`src/rtl/cu_seq.sv`:
```
// Multicycle control sequencer: FETCH_COMM/FETCH_REG/FETCH_MEM/EXECUTE/HALT with memory wait states.
// Optional performance counters are built only when CU_PERF_EN is defined.
module cu_seq #(
  parameter int OPCODE_W = 5,
  parameter int MEM_WAIT = 0,
  parameter int CNT_W    = 32
) (
  input  logic                clk,
  input  logic                rst,
  input  logic                stall,
  input  logic [OPCODE_W-1:0] opcode,
  input  logic                s,
  input  logic                g,
  output logic                resultSrc, memWE, mem1RE, mem2RE, mem3RE, mem4RE,
  output logic                regWE, reg1RE, reg2RE, reg3RE, pcEn, op1RE, op2RE,
  output logic                RiRE, pcSrc, instrWrite, push, pop,
  output logic                illegal,
  output logic                halted,
  output logic [2:0]          D_STATE,
  output logic                D_SF,
  output logic                D_GF,
  output logic [CNT_W-1:0]    cycle_cnt,
  output logic [CNT_W-1:0]    instr_cnt
);

  typedef enum logic [2:0] {
    S_FETCH_COMM = 3'd0,
    S_FETCH_REG  = 3'd1,
    S_FETCH_MEM  = 3'd2,
    S_EXECUTE    = 3'd3,
    S_HALT       = 3'd4
  } state_t;

  localparam logic [3:0] WAIT_LD = 4'(MEM_WAIT);

  state_t     state_q, state_d;
  logic [3:0] wcnt_q, wcnt_d;
  logic       sf_q, sf_d, gf_q, gf_d;

  logic [4:0] op5;
  logic       legal, adv, ex_adv;
  logic       mem4_op, ex_wait_op, halt_op, sf_op, gf_op;

  // Opcodes wider than 5 bits are legal only with all upper bits clear.
  if (OPCODE_W > 5) begin : g_wide
    assign legal = ~|opcode[OPCODE_W-1:5];
  end else begin : g_narrow
    assign legal = 1'b1;
  end

  assign op5        = opcode[4:0];
  assign mem4_op    = legal & (op5 inside {5'h00, 5'h06, 5'h07, 5'h09, 5'h0B,
                                           5'h0E, 5'h0F, 5'h10, 5'h11});
  assign ex_wait_op = legal & (op5 inside {5'h01, 5'h02, 5'h03, 5'h04,
                                           5'h06, 5'h07, 5'h09, 5'h0B});
  assign halt_op    = legal & (op5 == 5'h13);
  assign sf_op      = legal & (op5 inside {[5'h05:5'h0C], 5'h12});
  assign gf_op      = legal & (op5 == 5'h11);

  assign adv    = ~stall & (wcnt_q == 4'd0);
  assign ex_adv = (state_q == S_EXECUTE) & adv;

  always_ff @(posedge clk or posedge rst) begin
    if (rst) begin
      state_q <= S_FETCH_COMM;
      wcnt_q  <= WAIT_LD;
      sf_q    <= 1'b0;
      gf_q    <= 1'b0;
    end else begin
      state_q <= state_d;
      wcnt_q  <= wcnt_d;
      sf_q    <= sf_d;
      gf_q    <= gf_d;
    end
  end

  always_comb begin
    state_d = state_q;
    sf_d    = sf_q;
    gf_d    = gf_q;
    wcnt_d  = (wcnt_q != 4'd0) ? wcnt_q - 4'd1 : 4'd0;
    unique case (state_q)
      S_FETCH_COMM: if (adv) state_d = S_FETCH_REG;
      S_FETCH_REG:  state_d = S_FETCH_MEM;
      S_FETCH_MEM:  if (adv) state_d = S_EXECUTE;
      S_EXECUTE: begin
        if (adv) begin
          if (sf_op) sf_d = s;
          if (gf_op) gf_d = g;
          state_d = halt_op ? S_HALT : S_FETCH_COMM;
        end
      end
      S_HALT:       state_d = S_HALT;
      default:      state_d = S_FETCH_COMM;
    endcase
    // The wait counter is (re)armed only on the cycle a state is entered.
    if (state_d != state_q) begin
      unique case (state_d)
        S_FETCH_COMM: wcnt_d = WAIT_LD;
        S_FETCH_MEM:  wcnt_d = mem4_op ? WAIT_LD : 4'd0;
        S_EXECUTE:    wcnt_d = ex_wait_op ? WAIT_LD : 4'd0;
        default:      wcnt_d = 4'd0;
      endcase
    end
  end

  always_comb begin
    resultSrc  = 1'b0; memWE  = 1'b0; mem1RE = 1'b0; mem2RE = 1'b0;
    mem3RE     = 1'b0; mem4RE = 1'b0; regWE  = 1'b0; reg1RE = 1'b0;
    reg2RE     = 1'b0; reg3RE = 1'b0; pcEn   = 1'b0; op1RE  = 1'b0;
    op2RE      = 1'b0; RiRE   = 1'b0; pcSrc  = 1'b0; instrWrite = 1'b0;
    push       = 1'b0; pop    = 1'b0; illegal = 1'b0;
    unique case (state_q)
      S_FETCH_COMM: begin
        mem1RE = 1'b1;
        mem2RE = 1'b1;
        mem3RE = 1'b1;
        if (adv) begin
          instrWrite = 1'b1;
          pcEn       = 1'b1;
        end
      end
      S_FETCH_REG: begin
        if (legal && (op5 inside {5'h02, 5'h06, 5'h07, 5'h09, 5'h0B})) begin
          reg2RE = 1'b1; reg3RE = 1'b1; RiRE = 1'b1;
        end
        if (legal && (op5 inside {5'h01, 5'h02, 5'h03, 5'h05, 5'h08,
                                  5'h0A, 5'h0C, 5'h11, 5'h12})) begin
          reg1RE = 1'b1; op1RE = 1'b1;
        end
        if (legal && (op5 inside {5'h07, 5'h09, 5'h0B})) begin
          reg1RE = 1'b1; op2RE = 1'b1;
        end
        if (legal && (op5 inside {5'h08, 5'h0A, 5'h0C})) begin
          reg2RE = 1'b1; op2RE = 1'b1;
        end
      end
      S_FETCH_MEM: begin
        mem4RE = mem4_op;
        op1RE  = mem4_op & (op5 != 5'h11);
        op2RE  = mem4_op & (op5 == 5'h11);
      end
      S_EXECUTE: begin
        // Side effects fire only on the advancing cycle so a stall never repeats them.
        if (adv) begin
          if (!legal) begin
            illegal = 1'b1;
          end else begin
            unique case (op5)
              5'h00:                      begin resultSrc = 1'b1; regWE = 1'b1; end
              5'h01, 5'h02:               begin resultSrc = 1'b1; memWE = 1'b1; end
              5'h03:                      begin push = 1'b1; resultSrc = 1'b1; end
              5'h04:                      begin pop = 1'b1; regWE = 1'b1; end
              5'h05, 5'h08, 5'h0A, 5'h0C,
              5'h12:                      regWE = 1'b1;
              5'h06, 5'h07, 5'h09, 5'h0B: memWE = 1'b1;
              5'h0E:                      begin pcEn = 1'b1; pcSrc = 1'b1; end
              5'h0F:                      begin pcEn = sf_q; pcSrc = sf_q; end
              5'h10:                      begin pcEn = gf_q; pcSrc = gf_q; end
              5'h11, 5'h13:               ;
              default:                    illegal = 1'b1;
            endcase
          end
        end
      end
      default: ;
    endcase
  end

  assign halted  = (state_q == S_HALT);
  assign D_STATE = state_q;
  assign D_SF    = sf_q;
  assign D_GF    = gf_q;

`ifdef CU_PERF_EN
  logic [CNT_W-1:0] cyc_q, ins_q;

  function automatic logic [CNT_W-1:0] sat_inc(input logic [CNT_W-1:0] v);
    return (&v) ? v : v + CNT_W'(1);
  endfunction

  always_ff @(posedge clk or posedge rst) begin
    if (rst) begin
      cyc_q <= '0;
      ins_q <= '0;
    end else begin
      if (state_q != S_HALT) cyc_q <= sat_inc(cyc_q);
      if (ex_adv)            ins_q <= sat_inc(ins_q);
    end
  end

  assign cycle_cnt = cyc_q;
  assign instr_cnt = ins_q;
`else
  assign cycle_cnt = '0;
  assign instr_cnt = '0;
  wire unused_ex_adv = ex_adv;
`endif

endmodule

```
`config.mk`:
```
export PLATFORM = sky130hd
export DESIGN_NAME = cu_seq
export DESIGN_NICKNAME = d
export VERILOG_FILES = /design/src/rtl/cu_seq.sv
export SDC_FILE = /design/constraint.sdc
export NUM_CORES = 1
export LEC_CHECK = 0
export CAP_MARGIN = 20
export CORE_UTILIZATION = 35
export DETAILED_ROUTE_END_ITERATION = 10
export GPL_ROUTABILITY_DRIVEN = 1
export HOLD_SLACK_MARGIN = 0.03
export PLACE_DENSITY = 0.92
export SYNTH_ARGS = -nofsm -noshare
export SYNTH_HDL_FRONTEND = slang
export SYNTH_SLANG_ARGS = --single-unit
```
`constraint.sdc`:
```
create_clock -name clk -period 2.59 [get_ports clk]
set_clock_uncertainty 0.15 [all_clocks]
set_input_delay 0.3885 -clock clk [delete_from_list [all_inputs] [get_ports clk]]
set_output_delay 0.3885 -clock clk [all_outputs]
set_load 0.005 [all_outputs]
```
# Word level (Yosys, flattened, before mapping)
# Cells that the tools add are included.
[classes] n_addsub=1 order_cmp=2 eq_ne=24 mux=44 bitwise=4 reduce_logical=17
[ops] operator="$eq 5x4->1 const B" n=7
[ops] operator="$mux 1" n=33
[ops] operator="$eq 5x3->1 const B" n=4
[ops] operator="$eq 5x5->1 const B" n=4
[ops] operator="$reduce_or 19->1" n=1
[ops] operator="$reduce_bool 9->1" n=2
[ops] operator="$pmux 3 s5" n=1
[ops] operator="$mux 3" n=4
[ops] operator="$eq 5x2->1 const B" n=2
[ops] operator="$mux 4" n=2
[ops] operator="$reduce_or 7->1" n=1
[ops] operator="$eq 3x2->1 const B" n=2
[ops] operator="$pmux 1 s2" n=3
[ops] operator="$reduce_and 3->1" n=2
[ops] operator="$reduce_bool 3->1" n=2
[ops] operator="$reduce_or 6->1" n=1
[ops] operator="$eq 5x1->1 const B" n=1
[ops] operator="$ge 5x3->1 const B" n=1
[ops] operator="$le 5x4->1 const B" n=1
[ops] operator="$logic_not 5->1" n=1
[ops] operator="$ne 5x5->1 const B" n=1
[ops] operator="$reduce_bool 5->1" n=1
[ops] operator="$logic_not 4->1" n=1
[ops] operator="$reduce_bool 4->1" n=1
[ops] operator="other kinds (11)" n=13
[totals] regBits=9 inputBits=10 out_inout_bits=89 wordCells=96

# Depth between registers and ports, before layout
# Gate-level depths: netlist of run 1.
[depth] word_depth=6 depth_mapped=6 depth_no_buf=6

# Worst setup path before layout of run 1
# OpenSTA, ideal clock, no wires.
[synth_path] path_type="register to output" from="register wcnt_q[0]" to="output push" arrival_time_ns=1.380 t_required_ns=2.052 slack_ns=0.671 stages_incl_launch_ff=6 path_buffers=0 cell_sequence="dfrtp_1 -> inv_1 -> ha_1 -> nor4b_4 -> nand3b_2 -> nor4_1"
[synth_between] elab_chain_len=4
[synth_rtl] element="start, declared" line="37" rtl="logic [3:0] wcnt_q, wcnt_d;"
[synth_rtl] element="start signal, assigned" line="71" rtl="wcnt_q <= wcnt_d;"
[synth_rtl] element="$logic_not 4->1" line="60" rtl="assign adv = ~stall & (wcnt_q == 4'd0);"
[synth_rtl] element="$and 1x1->1" line="60"
[synth_rtl] element="$mux 1" line="145" rtl="if (adv) begin"
[synth_rtl] element="$mux 1" line="113" rtl="unique case (state_q)"
[synth_rtl] element="end, declared" line="16" rtl="output logic RiRE, pcSrc, instrWrite, push, pop,"
# No other way between the ends.

# Worst setup path in the final report of run 1
[layout_path] from="input opcode[3]" to="output op2RE"
[layout_between] elab_chain_len=5 word_cells_on_any_way=19 cone_classes="eq/ne: 11; mux: 3; bitwise: 1; reduce/logical: 4"
[layout_rtl] element="start, declared" line="11" rtl="input logic [OPCODE_W-1:0] opcode,"
[layout_rtl] element="$eq 5x3->1 / $eq 5x4->1 (equally long branches)" line="52, 131"
[layout_rtl] element="$reduce_bool 3->1" line="131" rtl="if (legal && (op5 inside {5'h07, 5'h09, 5'h0B})) begin"
[layout_rtl] element="$mux 1" line="131"
[layout_rtl] element="$mux 1" line="134" rtl="if (legal && (op5 inside {5'h08, 5'h0A, 5'h0C})) begin"
[layout_rtl] element="$pmux 1 s2 (*)" line="113"
[layout_rtl] element="end, declared" line="15" rtl="output logic regWE, reg1RE, reg2RE, reg3RE, pcEn, op1RE, op2RE,"
# Mark *: on every way between the ends. The rest lies on a longest branch, timed or not.

==> results.md, run 1 <==
* Post-DP HPWL at 2170 µm
* Hold Path Class: in2async
* Post-synth top area share at 0.378
* Die width at 63.6 µm
* ANT nets after route at 0
* Max_cap viols at 0
* Status: finished clean
* Grt total ovfl at 0
* Async SR Flop Fraction at 1.00
* Root Buffer: clkbuf_8
* Total power draw at 0.840 mW
* Slowest CP cell: clkdlybuf4s50_1
* Leakage at 0.992 nW
* Max incr delay on CP at 540 ps
* Nets at 247
* Post-synth top flop: dfrtp_1
* # setup viols final at 0
* Synth area leaders: buf_4, dfrtp_1, nand2_1
* CP bufs+invs at 2
* Mapped Cells at approximately 180
* Pwr Density at between 400 and 500 nW/µm²
* Storage cell area at 226 µm²
* Share of cells above drive strength 1 at 0.209
* Area Growth Syn to Fin at 32.5%
* Cell taking the most area after synthesis: buf_4
* Total die area at 4050 µm²
* Clk slew on worst S/H paths at 50 ps
* Fill cell count at 366
* DIE HEIGHT at 63.6 µm
* Peak fanout along the critical path at 5
* CTS tree: yes
* VDD IR max at 316 µV
* Post-synth cell types at 39
* Final min period at ~2600 ps
* End-of-flow core utilization at 0.481
* Max Clk Rate at 390 MHz
* Worst Setup End Kind: output pin
* Iteration count of the initial detailed-routing pass at 4
* Routability-driven placement congestion ratio at 0.878
* DR vias at 1216
* Tot GR Track Use at 0.140
* Final WL at 2910 µm
* Post-DP Area at 1570 µm²
* I/O Pins at 99
* Synth Register Bits at 9
* Initial Util at 0.363
* Hold-fix buffers, CTS at 0
* Most frequent cells in the layout: conb_1, buf_4, clkdlybuf4s50_1, nand2_1, nor2_1
* R2r setup slk at 580 ps
* Slew Limit Fails at 0
* Critical path type: in2out
* Wire per inst at 10.3 µm
* Yosys Warn Count at 0
* Arr. time, crit path at just over 2000 ps
* CP cell instances: dlygate4sd2_1 -> or2_4 -> or3_4 -> o22ai_1 -> clkdlybuf4s50_1
* Commonest non-fill, non-tap cell in the layout: conb_1
* Core Rows at 22
* Period utilisation layout at 0.991
* CP top delay family: buffers and inverters
* DRT iter0 DRCs at 21
* CTS Buffer Depth at 2
* Post-route cell area at 1760 µm²
* Multi-input logic area at 856 µm²
* First-pass GRT wire length at 4530 µm
* # clock sinks at 9
* Post-DR vias/cell at 4.31
* DRC Markers at 0
* H-tree Lvls at 1
* Latest clock arrival within the worst-skew pair at between 200 and 250 ps
* Cts bufs inserted at 3
* Post-synthesis cell area at around 1300 µm²
* Initial antenna violation count at 0
* Diode count at 0
* Seq/Total Area, Yosys at 0.169
* Worst path required time at 2050 ps
* Post-synth EDFFs at 0
* Post-synthesis area per instance at 7.43 µm²
* Startpoint Class: primary input
* Core area at 3660 µm²
* Largest net degree at the start of global routing at 17
* IO buf count at 34
* Final hold vios at 0
* Number of global-route vias before repair at roughly 1000
[power breakdown]
group | total [mW] | switching [mW] | internal (mW)
Combinational | 0.471 | 0.212 | 0.259
Clock | 0.168 | 0.0602 | 0.108
Sequential | 0.201 | 0.0320 | 0.169
Total | 0.840 | 0.304 | 0.536
[per-stage QoR]
step	TNS [ps]	hold slack (ps)	setup WS (ps)	cells
floorplan	0	66.4	671	242
global placement	-2510	301	-288	268
detailed placement	-2470	305	-273	268
CTS	0	272	0.368	277
global route	-14.6	317	-9.35	282
finish	0	261	23.7	282
[per-layer routing]
metal / wire length [µm] / track usage
met1: 1210 / 0.164
met2: 1470 / 0.250
met3: 205 / 0.0254
met4: 22 / 0.0483
met5: 0 / 0
[layout make-up]
type	instances	share of cell area
tap	48	0.0341
inverter	8	0.0170
sequential	9	0.129
clock buffer	4	0.0256
timing repair buffer	61	0.309
multi-input combinational	152	0.486
[synthesized netlist by cell type (3+ instances only)]
cell type	instances
buf_4	67
nand2_1	13
nor2_1	11
dfrtp_1	9
a21oi_1	8
inv_1	7
nor3_1	7
clkbuf_1	6
o21ai_1	5
nand2b_1	4
nand3_1	4
nor2b_1	3
xnor2_1	3
[repair_timing]
item | CTS | global route
pin swaps | 3 | 1
gates resized for setup | 24 | 11
endpoints found under the setup margin | 16 | 12
setup buffers | 5 | 5
[path summary, 6_finish.rpt]
check                                    startpoint                   end  cells past startpoint
worst max register to register  wcnt_q[0]$_DFF_PP0_      D_SF$_DFFE_PP0P_                      7
worst min-delay path                            rst   wcnt_q[0]$_DFF_PP0_                      2
worst max-delay path                      opcode[3]                 op2RE                      5
worst min register to register     D_SF$_DFFE_PP0P_      D_SF$_DFFE_PP0P_                      1
max in group asynchronous                       rst  D_STATE[1]$_DFF_PP0_                      2
min in group clk                   D_SF$_DFFE_PP0P_      D_SF$_DFFE_PP0P_                      1
[cells by family after synthesis]
logic type | share of synthesized area
xor+xnor | 0.0198
flops | 0.169
buf+inv | 0.418
fa+ha+maj | 0.0188
compound gates | 0.110
simple gates | 0.237
other cells | 0.00282
mux | 0.0245
[flip-flops by register name, summed over array words and instances (netlist names)]
signal,count
wcnt_q,4
D_STATE,3
D_GF,1
D_SF,1
Note: power is estimated with default switching activity, not from simulation.
==> run 2: changes to the inputs <==
--- a/config.mk
+++ b/config.mk
@@ -10,7 +10,7 @@
 export DETAILED_ROUTE_END_ITERATION = 10
 export GPL_ROUTABILITY_DRIVEN = 1
 export HOLD_SLACK_MARGIN = 0.03
-export PLACE_DENSITY = 0.92
+export PLACE_DENSITY = 0.82
 export SYNTH_ARGS = -nofsm -noshare
 export SYNTH_HDL_FRONTEND = slang
 export SYNTH_SLANG_ARGS = --single-unit
==> results.md, run 2 (synthesized netlist as in run 1, its figures left out) <==
* Status: finished clean
* Max incr delay on CP at 540 ps (about the same)
* Share of cells above drive strength 1 at 0.216 (+0.00612)
* CP startpoint: opcode[0]
* IO buf count at 34 (unchanged)
* Period utilisation layout at 0.960 (-0.0312)
* ANT nets after route at 0 (unchanged)
* Latest clock arrival within the worst-skew pair at 240 ps (about the same)
* Total die area at 4050 µm² (unchanged)
* Crit Reg-Reg Startpoint: wcnt_q[0]$_DFF_PP0_
* Slowest CP cell: or4_4
* Area Growth Syn to Fin at 31.9%
* Final hold vios at 0 (unchanged)
* Wire per inst at 11.0 µm (+6.0%)
* Most frequent cells in the layout: conb_1, buf_4, clkdlybuf4s50_1, nand2_1, dlygate4sd2_1
* Nets at 245 (-0.81%)
* Post-route cell area at 1750 µm² (-0.43%)
* Worst Setup End Kind: output pin
* Startpoint Class: primary input
* Peak fanout along the critical path at 2 (-3)
* Tot GR Track Use at 0.145 (+0.00594)
* Final min period at 2490 ps (-80.8 ps)
* Post-DP HPWL at 2200 µm (+1.3%)
* Hold Path Class: in2async
* Clk slew on worst S/H paths at 50 ps (about the same)
* Final WL at 3070 µm (+5.2%)
* Grt total ovfl at 0 (unchanged)
* Post-DR vias/cell at 4.41 (+2.3%)
* Initial Util at 0.363 (unchanged)
* Total power draw at 0.794 mW (-5.5%)
* DR vias at 1235 (+1.6%)
* Max_cap viols at 0 (unchanged)
* Initial antenna violation count at 0 (unchanged)
* Worst path required time at 2050 ps (about the same)
* Critical path type: in2out
* Crit path capture: op1RE
* Commonest non-fill, non-tap cell in the layout: conb_1
* Core area at 3660 µm² (unchanged)
* Slew Limit Fails at 0 (unchanged)
* CTS Buffer Depth at 2 (unchanged)
* I/O Pins at 99 (unchanged)
* Number of global-route vias before repair at 1046 (+0.29%)
* Pwr Density at 453 nW/µm² (-5.1%)
* CTS tree: yes
* Top reg by flops: wcnt_q
* # setup viols final at 0 (unchanged)
* Max Clk Rate at 402 MHz (+3.3%)
* Post-DP Area at 1570 µm² (unchanged)
* DIE HEIGHT at 63.6 µm (unchanged)
* Iteration count of the initial detailed-routing pass at 4 (unchanged)
* DRT iter0 DRCs at 34 (+62%)
* Leakage at 1.02 nW (+2.5%)
* Largest net degree at the start of global routing at 12 (-5)
* Die width at 63.6 µm (unchanged)
* Routability-driven placement congestion ratio at 0.859 (-2.1%)
* R2r setup slk at 400 ps (-180 ps)
* Max FFs per register at 4 (unchanged)
* Core Rows at 22 (unchanged)
* DRC Markers at 0 (unchanged)
* Hold-fix buffers, CTS at 0 (unchanged)
* Cts bufs inserted at 3 (unchanged)
* Register-to-Register Path Depth at 8 (+1)
* Arr. time, crit path at 1950 ps (-80 ps)
* H-tree Lvls at 1 (unchanged)
* First-pass GRT wire length at 4620 µm (+2.0%)
* VDD IR max at 383 µV (+21%)
* CP cell instances: clkdlybuf4s50_1 -> or4_4 -> a21boi_1 -> o21ai_1 -> dlygate4sd2_1
* # clock sinks at 9 (unchanged)
* R2R Path End: D_SF$_DFFE_PP0P_
* Root Buffer: clkbuf_8
* Diode count at 0 (unchanged)
-- run 2: repair_timing --
action | CTS | global route
setup buffers | 6 | 2
pin swaps | 0 | 4
endpoints found under the setup margin | 15 | 8
gates resized for setup | 28 | 12
hold endpoints to repair | 0 | 0
-- run 2: final cells by class --
cell class	count	area, µm²
fillers	367	1910
inverters	8	30.0
flip-flops and latches	9	225
clock inverters	1	5.00
multi-input cells	152	867
well taps	48	60.1
repair buffers	59	526
clock buffers	3	41.3
-- run 2: worst min-delay path by stage --
| stage | start | endpoint | slack, ps |
|---|---|---|---|
| after CTS | rst | wcnt_q[0]$_DFF_PP0_ | 280 |
| after global placement | wcnt_q[0]$_DFF_PP0_ | wcnt_q[0]$_DFF_PP0_ | 300 |
| after detailed placement | wcnt_q[0]$_DFF_PP0_ | wcnt_q[0]$_DFF_PP0_ | 320 |
| final | rst | wcnt_q[1]$_DFF_PP0_ | 270 |
| after global routing | rst | wcnt_q[1]$_DFF_PP0_ | 300 |
| after floorplan | rst | D_GF$_DFFE_PP0P_ | 70 |
-- run 2: critical path: cells and delay by family --
kind | cells | cell delay, ps
buffers and inverters | 2 | 690
AND/OR/NAND/NOR | 1 | 540
AO/OA/AOI/OAI | 2 | 330
-- run 2: per-layer routing --
metal / global-route usage / vias to the layer above / wire [µm]
met1: 0.174 / 573 / 1270
met5: 0 / - / 0
li1: - / 574 / -
met4: 0.0909 / 0 / 58
met2: 0.245 / 80 / 1520
met3: 0.0163 / 8 / 217
-- run 2: stage by stage --
step,hold slack [ps],setup TNS [ps],cells,util,worst slack (ps)
2_1_floorplan,66.4,0,242,-,671
3_3_place_gp,301,-2130,268,0.429,-250
3_5_place_dp,319,-2210,268,0.429,-259
4_1_cts,283,0,278,0.466,3.72
5_1_grt,305,-2.22,280,0.479,-2.22
6_report,274,0,280,0.479,105
-- run 2: where the power goes --
part | switching (mW) | internal, mW | leakage (nW)
combinational | 0.201 | 0.223 | 0.873
sequential | 0.0367 | 0.167 | 0.118
clock | 0.0600 | 0.105 | 0.0255
total | 0.298 | 0.496 | 1.02
